===== src/rtl/jx2_mem_line_bridge_if.sv =====
// ---------------------------------------------------------------------------
// Interfaces for jx2_mem_line_bridge.
//
// jx2_mem_core_if : the core's 128-bit line port.
//   master = core   (drives memAddr, memOpm, memOutData; sees memInData, memOK)
//   slave  = bridge (sees the request; returns memInData and the memOK status)
//   memAddr    [31:0]  line address, bits [3:0] ignored by the bridge
//   memOpm     [4:0]   0 = idle, [4:3]=01 line read, [4:3]=10 line write
//   memOutData [127:0] write line, lane k = bits [32k+31:32k]
//   memInData  [127:0] read line returned to the core
//   memOK      [1:0]   READY=00, OK=01, HOLD=10, FAULT=11
//
// jx2_mem_ext_if : the 32-bit acked external bus.
//   master = bridge (drives extAddr, extDataOut, extRd, extWr)
//   slave  = memory (returns extDataIn, extAck)
//   extAddr    [31:0]  beat address
//   extDataOut [31:0]  write beat data
//   extDataIn  [31:0]  read beat data, valid with extAck
//   extRd/extWr        strobes, held high until extAck
//   extAck             single-cycle beat completion pulse
// ---------------------------------------------------------------------------
interface jx2_mem_core_if;
  logic [31:0]  memAddr;
  logic [4:0]   memOpm;
  logic [127:0] memOutData;
  logic [127:0] memInData;
  logic [1:0]   memOK;

  modport master (output memAddr, memOpm, memOutData, input memInData, memOK);
  modport slave  (input memAddr, memOpm, memOutData, output memInData, memOK);
endinterface

interface jx2_mem_ext_if;
  logic [31:0] extAddr;
  logic [31:0] extDataOut;
  logic [31:0] extDataIn;
  logic        extRd;
  logic        extWr;
  logic        extAck;

  modport master (output extAddr, extDataOut, extRd, extWr, input extDataIn, extAck);
  modport slave  (input extAddr, extDataOut, extRd, extWr, output extDataIn, extAck);
endinterface


===== src/rtl/jx2_mem_line_bridge.sv =====
// ---------------------------------------------------------------------------
// jx2_mem_line_bridge
//
// Splits each 128-bit line read/write from the core into four 32-bit beats
// on a simple strobe/ack external bus, beats issued strictly 0..3. One
// request is in flight at a time; the core holds memOpm until it sees OK or
// FAULT and must return memOpm to 0 before the next request is accepted.
//
// Ports:
//   clock  in  core clock, all state on posedge
//   reset  in  asynchronous, active-high reset
//   core   jx2_mem_core_if.slave  : memAddr/memOpm/memOutData in,
//                                   memInData/memOK out
//   ext    jx2_mem_ext_if.master  : extAddr/extDataOut/extRd/extWr out,
//                                   extDataIn/extAck in
//
// Parameter:
//   TIMEOUT_CYC  strobe-high cycles without an ack before FAULT (timeout
//                build only)
//
// Build option:
//   JX2_MEMBRIDGE_TIMEOUT_EN  when defined, an 8-bit wait counter aborts a
//                             beat that is not acked within TIMEOUT_CYC
//                             cycles; when undefined the bridge waits
//                             indefinitely for extAck.
// ---------------------------------------------------------------------------
module jx2_mem_line_bridge #(
  parameter int unsigned TIMEOUT_CYC = 255
) (
  input  logic          clock,
  input  logic          reset,
  jx2_mem_core_if.slave core,
  jx2_mem_ext_if.master ext
);

  localparam logic [1:0] OK_READY = 2'b00;
  localparam logic [1:0] OK_OK    = 2'b01;
  localparam logic [1:0] OK_HOLD  = 2'b10;
  localparam logic [1:0] OK_FAULT = 2'b11;

  typedef enum logic [2:0] {
    ST_IDLE,
    ST_RD,
    ST_WR,
    ST_DONE,
    ST_FLT
  } state_t;

  state_t       state_q;
  logic [1:0]   beat_q;
  logic [27:0]  line_q;    // latched memAddr[31:4]
  logic [127:0] wline_q;   // latched write line
  logic [127:0] rline_q;   // assembled read line, drives memInData
  logic [1:0]   ok_q;
  logic [31:0]  addr_q;
  logic [31:0]  dout_q;
  logic         rd_q;
  logic         wr_q;
`ifdef JX2_MEMBRIDGE_TIMEOUT_EN
  logic [7:0]   wait_q;
`endif

  logic       opm_idle;
  logic       opm_rd;
  logic       opm_wr;
  logic       strobe;
  logic [1:0] beat_d;      // beat index presented after the current ack

  assign opm_idle = (core.memOpm == 5'd0);
  assign opm_rd   = (core.memOpm[4:3] == 2'b01);
  assign opm_wr   = (core.memOpm[4:3] == 2'b10);
  assign strobe   = rd_q | wr_q;
  assign beat_d   = beat_q + 2'd1;

  assign core.memInData = rline_q;
  assign core.memOK     = ok_q;
  assign ext.extAddr    = addr_q;
  assign ext.extDataOut = dout_q;
  assign ext.extRd      = rd_q;
  assign ext.extWr      = wr_q;

  // Line offset bits never reach the external bus.
  logic unused_addr_lsb;
  assign unused_addr_lsb = ^core.memAddr[3:0];
`ifndef JX2_MEMBRIDGE_TIMEOUT_EN
  logic unused_timeout_cfg;
  assign unused_timeout_cfg = ^TIMEOUT_CYC;
`endif

  // NOTE: the whole FSM and its outputs live in one clocked block; every
  // output is a flop, so no path exists for a latch to be inferred.
  // NOTE: the async reset clears every register, including the 128-bit
  // line buffers, because memInData has a defined reset value and strobes
  // must drop the instant reset rises.
  always_ff @(posedge clock or posedge reset) begin
    if (reset) begin
      state_q <= ST_IDLE;
      beat_q  <= 2'd0;
      line_q  <= '0;
      wline_q <= '0;
      rline_q <= '0;
      ok_q    <= OK_READY;
      addr_q  <= '0;
      dout_q  <= '0;
      rd_q    <= 1'b0;
      wr_q    <= 1'b0;
`ifdef JX2_MEMBRIDGE_TIMEOUT_EN
      wait_q  <= '0;
`endif
    end else begin
      // NOTE: non-blocking assignments throughout, so every branch sees the
      // pre-edge values of beat_q, rd_q and wr_q regardless of order.
      case (state_q)
        ST_IDLE: begin
          ok_q <= OK_READY;
          if (opm_rd || opm_wr) begin
            line_q  <= core.memAddr[31:4];
            wline_q <= core.memOutData;
            beat_q  <= 2'd0;
            addr_q  <= {core.memAddr[31:4], 4'b0000};
            dout_q  <= core.memOutData[31:0];
            rd_q    <= opm_rd;
            wr_q    <= opm_wr;
            ok_q    <= OK_HOLD;
            state_q <= opm_rd ? ST_RD : ST_WR;
`ifdef JX2_MEMBRIDGE_TIMEOUT_EN
            wait_q  <= '0;
`endif
          end else if (!opm_idle) begin
            ok_q    <= OK_FAULT;
            state_q <= ST_FLT;
          end
        end

        ST_RD, ST_WR: begin
          ok_q <= OK_HOLD;
          if (strobe && ext.extAck) begin
            if (state_q == ST_RD) begin
              rline_q[{beat_q, 5'd0} +: 32] <= ext.extDataIn;
            end
            // Strobe drops for one cycle while the next beat is set up.
            rd_q <= 1'b0;
            wr_q <= 1'b0;
`ifdef JX2_MEMBRIDGE_TIMEOUT_EN
            wait_q <= '0;
`endif
            if (beat_q == 2'd3) begin
              ok_q    <= OK_OK;
              state_q <= ST_DONE;
            end else begin
              beat_q <= beat_d;
              addr_q <= {line_q, beat_d, 2'b00};
              dout_q <= wline_q[{beat_d, 5'd0} +: 32];
            end
          end else if (!strobe) begin
            // Gap cycle: any ack here is ignored; raise the strobe.
            rd_q <= (state_q == ST_RD);
            wr_q <= (state_q == ST_WR);
`ifdef JX2_MEMBRIDGE_TIMEOUT_EN
            wait_q <= '0;
`endif
          end else begin
`ifdef JX2_MEMBRIDGE_TIMEOUT_EN
            // wait_q counts strobe-high cycles already spent without an ack.
            if (wait_q == 8'(TIMEOUT_CYC - 1)) begin
              rd_q    <= 1'b0;
              wr_q    <= 1'b0;
              ok_q    <= OK_FAULT;
              state_q <= ST_FLT;
            end else begin
              wait_q <= wait_q + 8'd1;
            end
`endif
          end
        end

        ST_DONE: begin
          ok_q <= OK_OK;
          if (opm_idle) begin
            ok_q    <= OK_READY;
            state_q <= ST_IDLE;
          end
        end

        ST_FLT: begin
          ok_q <= OK_FAULT;
          rd_q <= 1'b0;
          wr_q <= 1'b0;
          if (opm_idle) begin
            ok_q    <= OK_READY;
            state_q <= ST_IDLE;
          end
        end

        default: begin
          rd_q    <= 1'b0;
          wr_q    <= 1'b0;
          ok_q    <= OK_READY;
          state_q <= ST_IDLE;
        end
      endcase
    end
  end

endmodule

===== src/flat_wrapper.sv =====
// flat-port wrapper written by rule: the top's interface ports become plain ports
module jx2_mem_line_bridge_flat 
#(
  parameter int unsigned TIMEOUT_CYC = 255
)
  (clock, reset, core_memAddr, core_memOpm, core_memOutData, core_memInData, core_memOK, ext_extAddr, ext_extDataOut, ext_extRd, ext_extWr, ext_extDataIn, ext_extAck);
  jx2_mem_core_if core_i ();
  jx2_mem_ext_if ext_i ();
  input  logic clock;
  input  logic reset;
  input wire logic [$bits(core_i.memAddr)-1:0] core_memAddr;
  input wire logic [$bits(core_i.memOpm)-1:0] core_memOpm;
  input wire logic [$bits(core_i.memOutData)-1:0] core_memOutData;
  output wire logic [$bits(core_i.memInData)-1:0] core_memInData;
  output wire logic [$bits(core_i.memOK)-1:0] core_memOK;
  output wire logic [$bits(ext_i.extAddr)-1:0] ext_extAddr;
  output wire logic [$bits(ext_i.extDataOut)-1:0] ext_extDataOut;
  output wire logic [$bits(ext_i.extRd)-1:0] ext_extRd;
  output wire logic [$bits(ext_i.extWr)-1:0] ext_extWr;
  input wire logic [$bits(ext_i.extDataIn)-1:0] ext_extDataIn;
  input wire logic [$bits(ext_i.extAck)-1:0] ext_extAck;
  assign core_i.memAddr = core_memAddr;
  assign core_i.memOpm = core_memOpm;
  assign core_i.memOutData = core_memOutData;
  assign core_memInData = core_i.memInData;
  assign core_memOK = core_i.memOK;
  assign ext_extAddr = ext_i.extAddr;
  assign ext_extDataOut = ext_i.extDataOut;
  assign ext_extRd = ext_i.extRd;
  assign ext_extWr = ext_i.extWr;
  assign ext_i.extDataIn = ext_extDataIn;
  assign ext_i.extAck = ext_extAck;
  jx2_mem_line_bridge #(.TIMEOUT_CYC(TIMEOUT_CYC)) u_core (.clock(clock), .reset(reset), .core(core_i), .ext(ext_i));
endmodule

===== config.mk =====
export PLATFORM = sky130hd
export DESIGN_NAME = jx2_mem_line_bridge_flat
export DESIGN_NICKNAME = d
export VERILOG_FILES = /design/src/rtl/jx2_mem_line_bridge_if.sv /design/src/rtl/jx2_mem_line_bridge.sv /design/src/flat_wrapper.sv
export SDC_FILE = /design/constraint.sdc
export NUM_CORES = 1
export LEC_CHECK = 0
export CAP_MARGIN = 10
export CORE_MARGIN = 8
export CORE_UTILIZATION = 50
export DETAILED_ROUTE_END_ITERATION = 16
export GPL_ROUTABILITY_DRIVEN = 0
export GPL_TIMING_DRIVEN = 0
export PLACE_DENSITY = 0.86
export SLEW_MARGIN = 25
export SYNTH_ARGS = -nofsm -noshare
export SYNTH_HDL_FRONTEND = slang
export SYNTH_SLANG_ARGS = --single-unit

===== constraint.sdc =====
create_clock -name clock -period 15.9 [get_ports clock]
set_input_delay 1.59 -clock clock [delete_from_list [all_inputs] [get_ports clock]]
set_output_delay 1.59 -clock clock [all_outputs]
set_load 0.01 [all_outputs]

## Word level (Yosys, flattened, before mapping)

Index checks and enable logic that the tools add are counted.

- $add $sub $neg: 2
- Multiply operators: 0
- Div/mod/pow operators: 0
- Magnitude comparators: 0
- Equal/unequal tests: 14
- Shift-type cells: 3
- Muxes and demuxes: 34
- Bitwise logic cells: 2
- Reduce and logical (&&, ||, !) cells: 12

Operators with widths:

| kind | count |
|---|---|
| two-way mux 32 bit | 6 |
| bitwise mux 128 bit | 1 |
| one-hot mux 32 bit (2 select lines) | 2 |
| variable shift 32 x 9 -> 128 bit (first input constant) | 1 |
| indexed part select 128 x 8 -> 32 bit | 1 |
| indexed part select 32 x 9 -> 128 bit | 1 |
| two-way mux 2 bit | 8 |
| two-way mux 3 bit | 5 |
| negator 7 -> 9 bit | 1 |
| one-hot mux 3 bit (3 select lines) | 1 |
| inequality test 2 x 1 -> 1 bit (second input constant) | 4 |
| one-hot mux 2 bit (4 select lines) | 1 |
| AND reduction 4 bit | 2 |
| two-way mux 1 bit | 7 |
| == test 3 x 2 -> 1 bit (second input constant) | 2 |
| inequality test 3 bit (second input constant) | 2 |
| one-hot mux 1 bit (3 select lines) | 2 |
| AND reduction 3 bit | 2 |
| zero test 5 bit | 1 |
| == test 2 bit (second input constant) | 2 |
| one-hot mux 2 bit (2 select lines) | 1 |
| OR reduction 2 bit | 2 |
| == test 3 x 1 -> 1 bit (second input constant) | 1 |
| == test 3 bit (second input constant) | 1 |
| other kinds (10) | 10 |

- Register bits after elaboration: 357
- Bits in latches: 0
- Memory bits (writable): 0
- Memory bits (read-only): 0
- Bits of input ports: 200
- Output and inout bits: 196
- Logic and storage cells: 77
- Memories: 0

## Depth between registers and ports, before layout

Gate-level depths: netlist of the first run.

- Depth after elaboration: 5
- Gate-level depth with buffers: 10
- Gate-level depth less buffers: 6

## Worst setup path before layout of the first run

OpenSTA, ideal clock, no wires.

- Path type: input port to flip-flop
- Start point: input port core_memOpm[3]
- End point: register u_core.addr_q[10] (netlist: u_core.ext.extAddr[10])
- Setup time: 0.121 ns
- Arrival time: 2.982 ns
- Required time: 15.779 ns
- Slack: 12.797 ns
- Stages on the path: 7
- Buffers on the path: 2
- Cells stage by stage: inv_1 -> ha_1 -> or4_4 -> buf_6 -> buf_1 -> o22ai_1 -> nor2_1

- Word-level cells in the longest chain between the ends: 4
- Elaborated cells between the ends (all ways): 5
- Those cells by class: eq/ne (3); reduce/logical (2)

Ends and longest elaborated chain:

| item | RTL line | text |
|---|---|---|
| from (decl) | flat_wrapper.sv:12 | `input wire logic [$bits(core_i.memOpm)-1:0] core_memOpm;` |
| == test 2 x 1 -> 1 bit / == test 2 bit (equally long branches) | jx2_mem_line_bridge.sv:70, jx2_mem_line_bridge.sv:71 |  |
| logical OR 1 bit * | jx2_mem_line_bridge.sv:116 | `if (opm_rd \|\| opm_wr) begin` |
| inequality test 2 x 1 -> 1 bit (no line) * | n/a |  |
| AND reduction 4 bit (no line) * | n/a |  |
| to (signal assigned) | jx2_mem_line_bridge.sv:120 | `addr_q <= {core.memAddr[31:4], 4'b0000};` |
| to (signal assigned) | jx2_mem_line_bridge.sv:152 | `addr_q <= {line_q, beat_d, 2'b00};` |
| to (decl) | jx2_mem_line_bridge.sv:55 | `logic [31:0] addr_q;` |

Every way passes the cells marked *; elsewhere a longest branch is shown, timed or not.
A chain may end at the register's enable or synchronous reset.

## Worst setup path after layout of the first run

- Start point: input port core_memOpm[3]
- End point: register u_core.wline_q[109]

- Word-level cells in the longest chain between the ends: 3
- Elaborated cells between the ends (all ways): 4
- Those cells by class: eq/ne (2); reduce/logical (2)

Ends and longest elaborated chain:

| item | RTL line | text |
|---|---|---|
| == test 2 x 1 -> 1 bit / == test 2 bit (equally long branches) | jx2_mem_line_bridge.sv:70, jx2_mem_line_bridge.sv:71 |  |
| logical OR 1 bit * | jx2_mem_line_bridge.sv:116 |  |
| AND reduction 2 bit (no line) * | n/a |  |
| to (signal assigned) | jx2_mem_line_bridge.sv:118 | `wline_q <= core.memOutData;` |
| to (decl) | jx2_mem_line_bridge.sv:52 | `logic [127:0] wline_q;` |

Marks and branches as above.

==> summary.txt, run 1 <==
Run status
  • Status: completed

STA
  • Tmin final: 4.15 ns
  • Final Hold Violating Endpoints: 0
  • Max-slew violation count: 0
  • Slew @ Worst Pin: between 1 and 1.5 ns
  • Period Utilization, post-route: a little over a quarter
  • Relative slew slack: 30.0%
  • Max Fclk: between 200 and 250 MHz
  • RSZ-0062 raised after global routing: no
  • Setup TNS: 0 ns
  • Setup clock skew after layout: 0.0169 ns
  • Final Setup Violations: 0

Detailed routing
  • Routed wire length: 52.5 mm
  • DR iter-0 viols: ~1100
  • Routed len/inst: 21.4 um
  • DR vias: 13800
  • Avg Vias per Cell: 5.62
  • Drt first pass iters: 5
  • Drt drc: 0
  • DRT antenna net count: 0

Power
  • Cell leakage power: 0.00996 uW
  • Peak supply drop: approximately 0.12 mV
  • PD cells: 175 mW/mm2

Layout
  • Finished Layout Cells: 2458
  • Share of layout cells above drive strength 1: 8.49%
  • Fin nets: 2247
  • Synth-to-layout area growth: 38.2%

Critical path
  • Cell Chain, Critical Path: clkdlybuf4s50_1, inv_1, ha_1, nor4_1, clkbuf_1, buf_2, nand2_1, nand2_1
  • Largest fanout on the critical path: 10
  • Startpoint types: input port
  • Arrival @ worst endpoint: 4.61 ns
  • Type of destination of the critical path: flip-flop
  • Most Frequent Cell on Critical Path: nand2_1
  • WS Path Type: in -> reg
  • Worst Path Required: 16.36 ns
  • Buf/Inv on CP: 4
  • CP delay by family, top: buffers and inverters
  • Largest stage delay, worst path: 0.82 ns
  • Worst path slowest cell: nor4_1

CTS
  • CTS H-Tree Depth: 2
  • Cts bufs inserted: 37
  • Clk buf depth: 3
  • Skew-Pair Late Insertion Delay: approximately 0.52 ns
  • PostCTS Resize Cnt: 0
  • Clock sinks: 353
  • Post-CTS setup buffer count: 0
  • Cts hold-fix bufs: 0
  • Worst-path clk slew: about 0.06 ns
  • CTS root buf: clkbuf_16
  • CTS tree: yes

Place
  • PortBufs: 389
  • Dpl cells: ~2400
  • HPWL Detailed: 38.6 mm

Logic synthesis
  • Synth cell types: 46
  • Synth Instances: 1605
  • Post-synth top area cell: dfrtp_1
  • Share of the synthesized area in the top cell type: 58.6%
  • Mean area per synthesized cell: 9.39 um2
  • Asr flop ratio synth: 100%
  • Synthesis-stage register bit count: ~350
  • Mapped Area: 0.0151 mm2
  • Yosys warns: 0
  • Part of the Yosys area used for sequential elements: 58.6%
  • EDFF count, synth: 0
  • Area contributors post-synth: dfrtp_1, nand2_1, mux4_2, nand3_1, nor2_1
  • Post-synth top flop: dfrtp_1

Floorplan
  • Row cnt: 63
  • IO Count: approximately 400
  • Area of the core: 0.0296 mm2
  • DIE HEIGHT: ~190 um
  • Die area: 0.0360 mm2
  • Chip Width: between 150 and 200 um
  • Initial core utilization: 50.9%

GRT
  • GRT overflow: 0
  • Total track usage: 28.6%
  • Initial antenna violation count: 9
  • Vias in the first global route: 14600
  • Largest net degree at the start of global routing: between 100 and 150
  • First-pass GRT wire length: 81.3 mm

Run
  • Maximum Capacitance Violations: 0

Worst hold path
  • Hold crit path type: reg -> reg
==> tightest hold or removal path: cells and delay by family (launching register included) <==
family | cells | cell delay, ns
flops | 1 | 0.34
simple gates | 2 | 0.10
==> cell usage in the layout, fill, tap and decap left out, types with 3 or more instances in the layout <==
cell,synthesis,final
or4_1,3,3
clkdlybuf4s50_1,0,389
o21ai_0,83,83
nor2_1,127,127
clkbuf_8,0,11
buf_2,49,49
a21oi_1,6,6
diode_2,0,6
o22ai_1,52,52
buf_6,10,10
mux4_2,32,32
o21ai_1,16,16
nand3_1,131,131
buf_16,0,3
ha_1,10,10
clkbuf_1,40,45
nand2_1,533,533
o22ai_2,8,8
inv_1,107,106
nor3_1,5,5
dfrtp_1,353,353
clkbuf_16,0,39
buf_1,6,6
==> per-stage QoR <==
stage / power (uW) / setup slack, ns / hold WS, ns / instance area, um2 / utilization [%]
final: 3640 / 11.75 / 0.465 / 20800 / 70.3
after global routing: 3840 / 11.53 / 0.490 / 20800 / 70.3
after CTS: 3640 / 11.78 / 0.468 / 20800 / 70.2
after detailed placement: 2730 / 11.26 / 0.455 / 19500 / 66.0
after global placement: 2660 / 0.656 / 0.452 / 19500 / 65.7
after floorplan: 2130 / 4.52 / 0.440 / 15100 / -
==> area by class of cell <==
type                            instances  area [um2]
Sequential cell                       353        8830
Fill cell                            2079        8810
Multi-Input combinational cell       1038        5300
Timing Repair Buffer                  392        3980
Clock buffer                           55        1150
Buffer                                108         551
Tap cell                              390         488
Inverter                              107         409
Clock inverter                          9         111
Antenna cell                            6        15.0
==> synthesized netlist by cell type (2+ instances only) <==
| master | instances |
|---|---|
| clkbuf_1 | 40 |
| a2bb2oi_1 | 2 |
| nand3_1 | 131 |
| o21ai_0 | 83 |
| buf_6 | 10 |
| buf_2 | 49 |
| nor2b_1 | 2 |
| o21ai_1 | 16 |
| ha_1 | 10 |
| inv_1 | 107 |
| nor3_1 | 5 |
| mux4_2 | 32 |
| buf_4 | 2 |
| dfrtp_1 | 353 |
| buf_1 | 6 |
| nand2_1 | 533 |
| o22ai_1 | 52 |
| nor4_4 | 2 |
| nor2_1 | 127 |
| a211oi_1 | 2 |
| o22ai_2 | 8 |
| nor4_1 | 2 |
| or4_1 | 3 |
| a21oi_1 | 6 |
==> registers in the layout, summed over array words and instances, names as in the netlist <==
register               flops
u_core.ext.extDataOut     32
u_core.state_q             3
u_core.beat_q              1
u_core.ext.extAddr        29
u_core.core.memInData    128
u_core.line_q             28
u_core.core.memOK          2
u_core.ext.extWr           1
u_core.ext.extRd           1
u_core.wline_q           128
==> metal layers <==
metal  GRT usage (%)  vias up  share of wire [%]
met5               0        -               0.11
met2            49.2      887                 50
met3            9.36      160                 12
li1                -     6052                  -
met4            12.5       10                4.0
met1            32.3     6697                 35
==> path summary, 6_finish.rpt <==
| path | endpoint | slack (ns) | depth (start not counted) | start |
|---|---|---|---|---|
| setup / recovery | u_core.wline_q[109]$_DFFE_PP0P_ | 11.75 | 8 | core_memOpm[3] |
| hold / removal | u_core.core.memInData[46]$_DFFE_PP0P_ | 0.47 | 2 | u_core.core.memInData[46]$_DFFE_PP0P_ |
| setup reg to reg | u_core.core.memInData[51]$_DFFE_PP0P_ | 12.82 | 9 | u_core.beat_q[0]$_DFFE_PP0P_ |
| hold reg to reg | u_core.core.memInData[46]$_DFFE_PP0P_ | 0.47 | 2 | u_core.core.memInData[46]$_DFFE_PP0P_ |
| max in group asynchronous | u_core.ext.extAddr[24]$_DFFE_PP0P_ | 13.09 | 4 | reset |
| min in group asynchronous | u_core.wline_q[118]$_DFFE_PP0P_ | 1.55 | 2 | reset |
==> logic make-up (layout without fill, tap and decap cells) <==
family	Yosys count	count (layout)	share of synthesized area [%]
xor+xnor	1	1	0.0581
flops	353	353	58.6
simple gates	813	813	22.1
fa+ha+maj	10	10	0.830
compound gates	179	179	7.17
mux	33	33	4.85
other cells	1	8	0.0249
buf+inv	215	671	6.32
==> power by group <==
group | switching [uW] | internal (uW) | leakage (uW)
registers | 192 | 1210 | 0.00405
clock network | 357 | 532 | 0.000615
logic | 741 | 608 | 0.00530
total | 1290 | 2350 | 0.00996
(Power assumes the default switching activity.)
==> run 2, diff against run 1 <==
CORE_UTILIZATION = 49   (was 50)
PLACE_DENSITY = 0.84   (was 0.86)
clock period = 4.25 ns   (was 15.9 ns; I/O delays follow)
==> run 2 against run 1 <==
Against the previous run:
- sequential cell count unchanged
- first-iteration DRC count decreased by 7.7%
- via count decreased by 0.43%
- sequential power increased to 3.7 times the previous value
- core utilization decreased by 1.5 points
- worst setup slack got worse by 11 ns
==> summary.txt, run 2 (synthesis results as in run 1) <==
Power
  • PD cells: 643 mW/mm2 (+270%)
  • Cell leakage power: 0.0100 uW (+0.36%)
  • Final Power: 13500 uW (+270%)
  • Peak supply drop: 0.435 mV (+250%)

GRT
  • Initial antenna violation count: 13 (+4)
  • Largest net degree at the start of global routing: 35 (-65%)
  • Total track usage: 28.0% (-0.61 points)
  • Vias in the first global route: 14700 (+0.61%)
  • First-pass GRT wire length: 80.5 mm (-0.90%)
  • GRT overflow: 0 (unchanged)

Critical path
  • Crit path from: u_core.beat_q[0]$_DFFE_PP0P_
  • Worst Path Required: 4.70 ns (-11.66 ns)
  • End point of the critical path: u_core.core.memInData[50]$_DFFE_PP0P_
  • Type of destination of the critical path: flip-flop
  • R2R Path Start: u_core.beat_q[0]$_DFFE_PP0P_
  • Arrival @ worst endpoint: 3.68 ns (-0.93 ns)
  • WS Path Type: reg -> reg
  • Startpoint types: flip-flop
  • Worst r2r dst: u_core.core.memInData[50]$_DFFE_PP0P_
  • R2R setup slack: 1.03 ns (-11.79 ns)
  • Largest fanout on the critical path: 10 (unchanged)
  • Reg2Reg Depth: 9 (unchanged)

Detailed routing
  • DRT antenna net count: 0 (unchanged)
  • Drt drc: 0 (unchanged)
  • Drt first pass iters: 5 (unchanged)
  • Avg Vias per Cell: 5.56 (-1.1%)
  • DR iter-0 viols: 1050 (-7.7%)
  • DR vias: 13700 (-0.43%)
  • Routed wire length: 51.8 mm (-1.4%)
  • Routed len/inst: 20.9 um (-2.0%)

STA
  • Final Setup Violations: 0 (unchanged)
  • Period Utilization, post-route: 75.9%
  • RSZ-0062 raised after global routing: no
  • Final Hold Violating Endpoints: 0 (unchanged)
  • Slew @ Worst Pin: 1.17 ns (+0.134 ns)
  • Setup clock skew after layout: 0.0204 ns (+0.00350 ns)
  • Max-slew violation count: 0 (unchanged)
  • Relative slew slack: 21.1% (-8.9 points)
  • Max Fclk: 310 MHz
  • Setup TNS: 0 ns (unchanged)
  • Tmin final: roughly 3.2 ns

Floorplan
  • IO Count: 396 (unchanged)
  • Area of the core: 0.0304 mm2 (+2.7%)
  • Row cnt: 64 (+1.6%)
  • DIE HEIGHT: 191 um (+0.93%)
  • Die area: 0.0366 mm2 (+1.9%)
  • Initial core utilization: 49.5% (-1.3 points)
  • Chip Width: 191 um (+0.93%)

Place
  • PortBufs: 389 (unchanged)
  • HPWL Detailed: 38.8 mm (+0.35%)
  • Dpl cells: 2403 (+0.63%)

Layout
  • Multi-input gate area: 0.00530 mm2 (unchanged)
  • Share of layout cells above drive strength 1: 8.73% (+0.24 points)
  • Synth-to-layout area growth: 38.8%
  • Most common cell after layout, fill and taps aside: nand2_1
  • Filler cell count: 2231 (+7.3%)
  • Fin nets: 2257 (+0.45%)
  • Commonest non-fill, non-tap cells in the layout: nand2_1, clkdlybuf4s50_1, dfrtp_1
  • Finished Layout Cells: 2474 (+0.65%)
  • Register area: 0.00883 mm2 (unchanged)
  • Final core utilization: 68.8% (-1.5 points)

CTS
  • Cts bufs inserted: 38 (+2.7%)
  • Cts hold-fix bufs: 0 (unchanged)
  • CTS tree: yes
  • Post-CTS setup buffer count: 0 (unchanged)
  • Skew-Pair Late Insertion Delay: 0.53 ns (about the same)
  • CTS H-Tree Depth: 2 (unchanged)
  • Clk buf depth: 3 (unchanged)
  • CTS root buf: clkbuf_16
  • Worst-path clk slew: 0.06 ns (about the same)
  • Clock sinks: 353 (unchanged)
  • PostCTS Resize Cnt: 0 (unchanged)

Run
  • Maximum Capacitance Violations: 0 (unchanged)

Run status
  • Status: completed

Worst hold path
  • Hold crit path type: in -> async
-- run 2: routing by layer --
layer  up-vias  share of wire [%]  GRT usage, %
met5         -               0.20             0
met1      6648                 36          32.2
li1       6080                  -             -
met2       838                 49          48.3
met3       163                 11          8.06
met4        18                4.2          12.3
-- run 2: how the worst min path moves through the flow --
stage	start	end	slack (ns)	depth (start not counted)
2_1_floorplan	u_core.wline_q[10]$_DFFE_PP0P_	u_core.wline_q[10]$_DFFE_PP0P_	0.44	2
3_3_place_gp	u_core.core.memInData[51]$_DFFE_PP0P_	u_core.core.memInData[51]$_DFFE_PP0P_	0.45	2
6_report	reset	u_core.line_q[4]$_DFFE_PP0P_	0.28	2
4_1_cts	reset	u_core.ext.extAddr[20]$_DFFE_PP0P_	0.27	2
5_1_grt	reset	u_core.ext.extAddr[19]$_DFFE_PP0P_	0.30	2
3_5_place_dp	u_core.core.memInData[49]$_DFFE_PP0P_	u_core.core.memInData[49]$_DFFE_PP0P_	0.46	2
-- run 2: report_power, final --
part / switching [uW] / internal, uW / leakage (uW) / total, uW
Clock: 1350 / 1830 / 0.000579 / 3180
Sequential: 707 / 4530 / 0.00405 / 5240
Combinational: 2750 / 2290 / 0.00537 / 5030
Total: 4800 / 8650 / 0.0100 / 13500
-- run 2: final cells by class --
class | instances | share of cell area (%)
Sequential cell | 353 | 42.2
Multi-Input combinational cell | 1038 | 25.3
Timing Repair Buffer | 401 | 19.8
Buffer | 108 | 2.63
Clock buffer | 55 | 5.14
Antenna cell | 4 | 0.0478
Tap cell | 396 | 2.37
Clock inverter | 12 | 0.538
Inverter | 107 | 1.94
-- run 2: worst max-delay path: stages (launching register included) --
cell	delay, ns
dfrtp_1	0.41
buf_2	0.30
inv_1	0.17
ha_1	0.31
buf_2	0.25
inv_1	0.14
nor3_1	0.82
clkbuf_1	0.46
nand3_1	0.18
nand2_1	0.11
-- run 2: metrics by stage --
| stage | hold WS [ns] | worst slack (ns) | cell area (um2) |
|---|---|---|---|
| after floorplan | 0.440 | -0.903 | 15100 |
| after global placement | 0.448 | -3.16 | 19500 |
| after detailed placement | 0.455 | 0.876 | 19700 |
| after CTS | 0.275 | 1.06 | 20900 |
| after global routing | 0.296 | 0.799 | 20900 |
| final | 0.281 | 1.03 | 20900 |
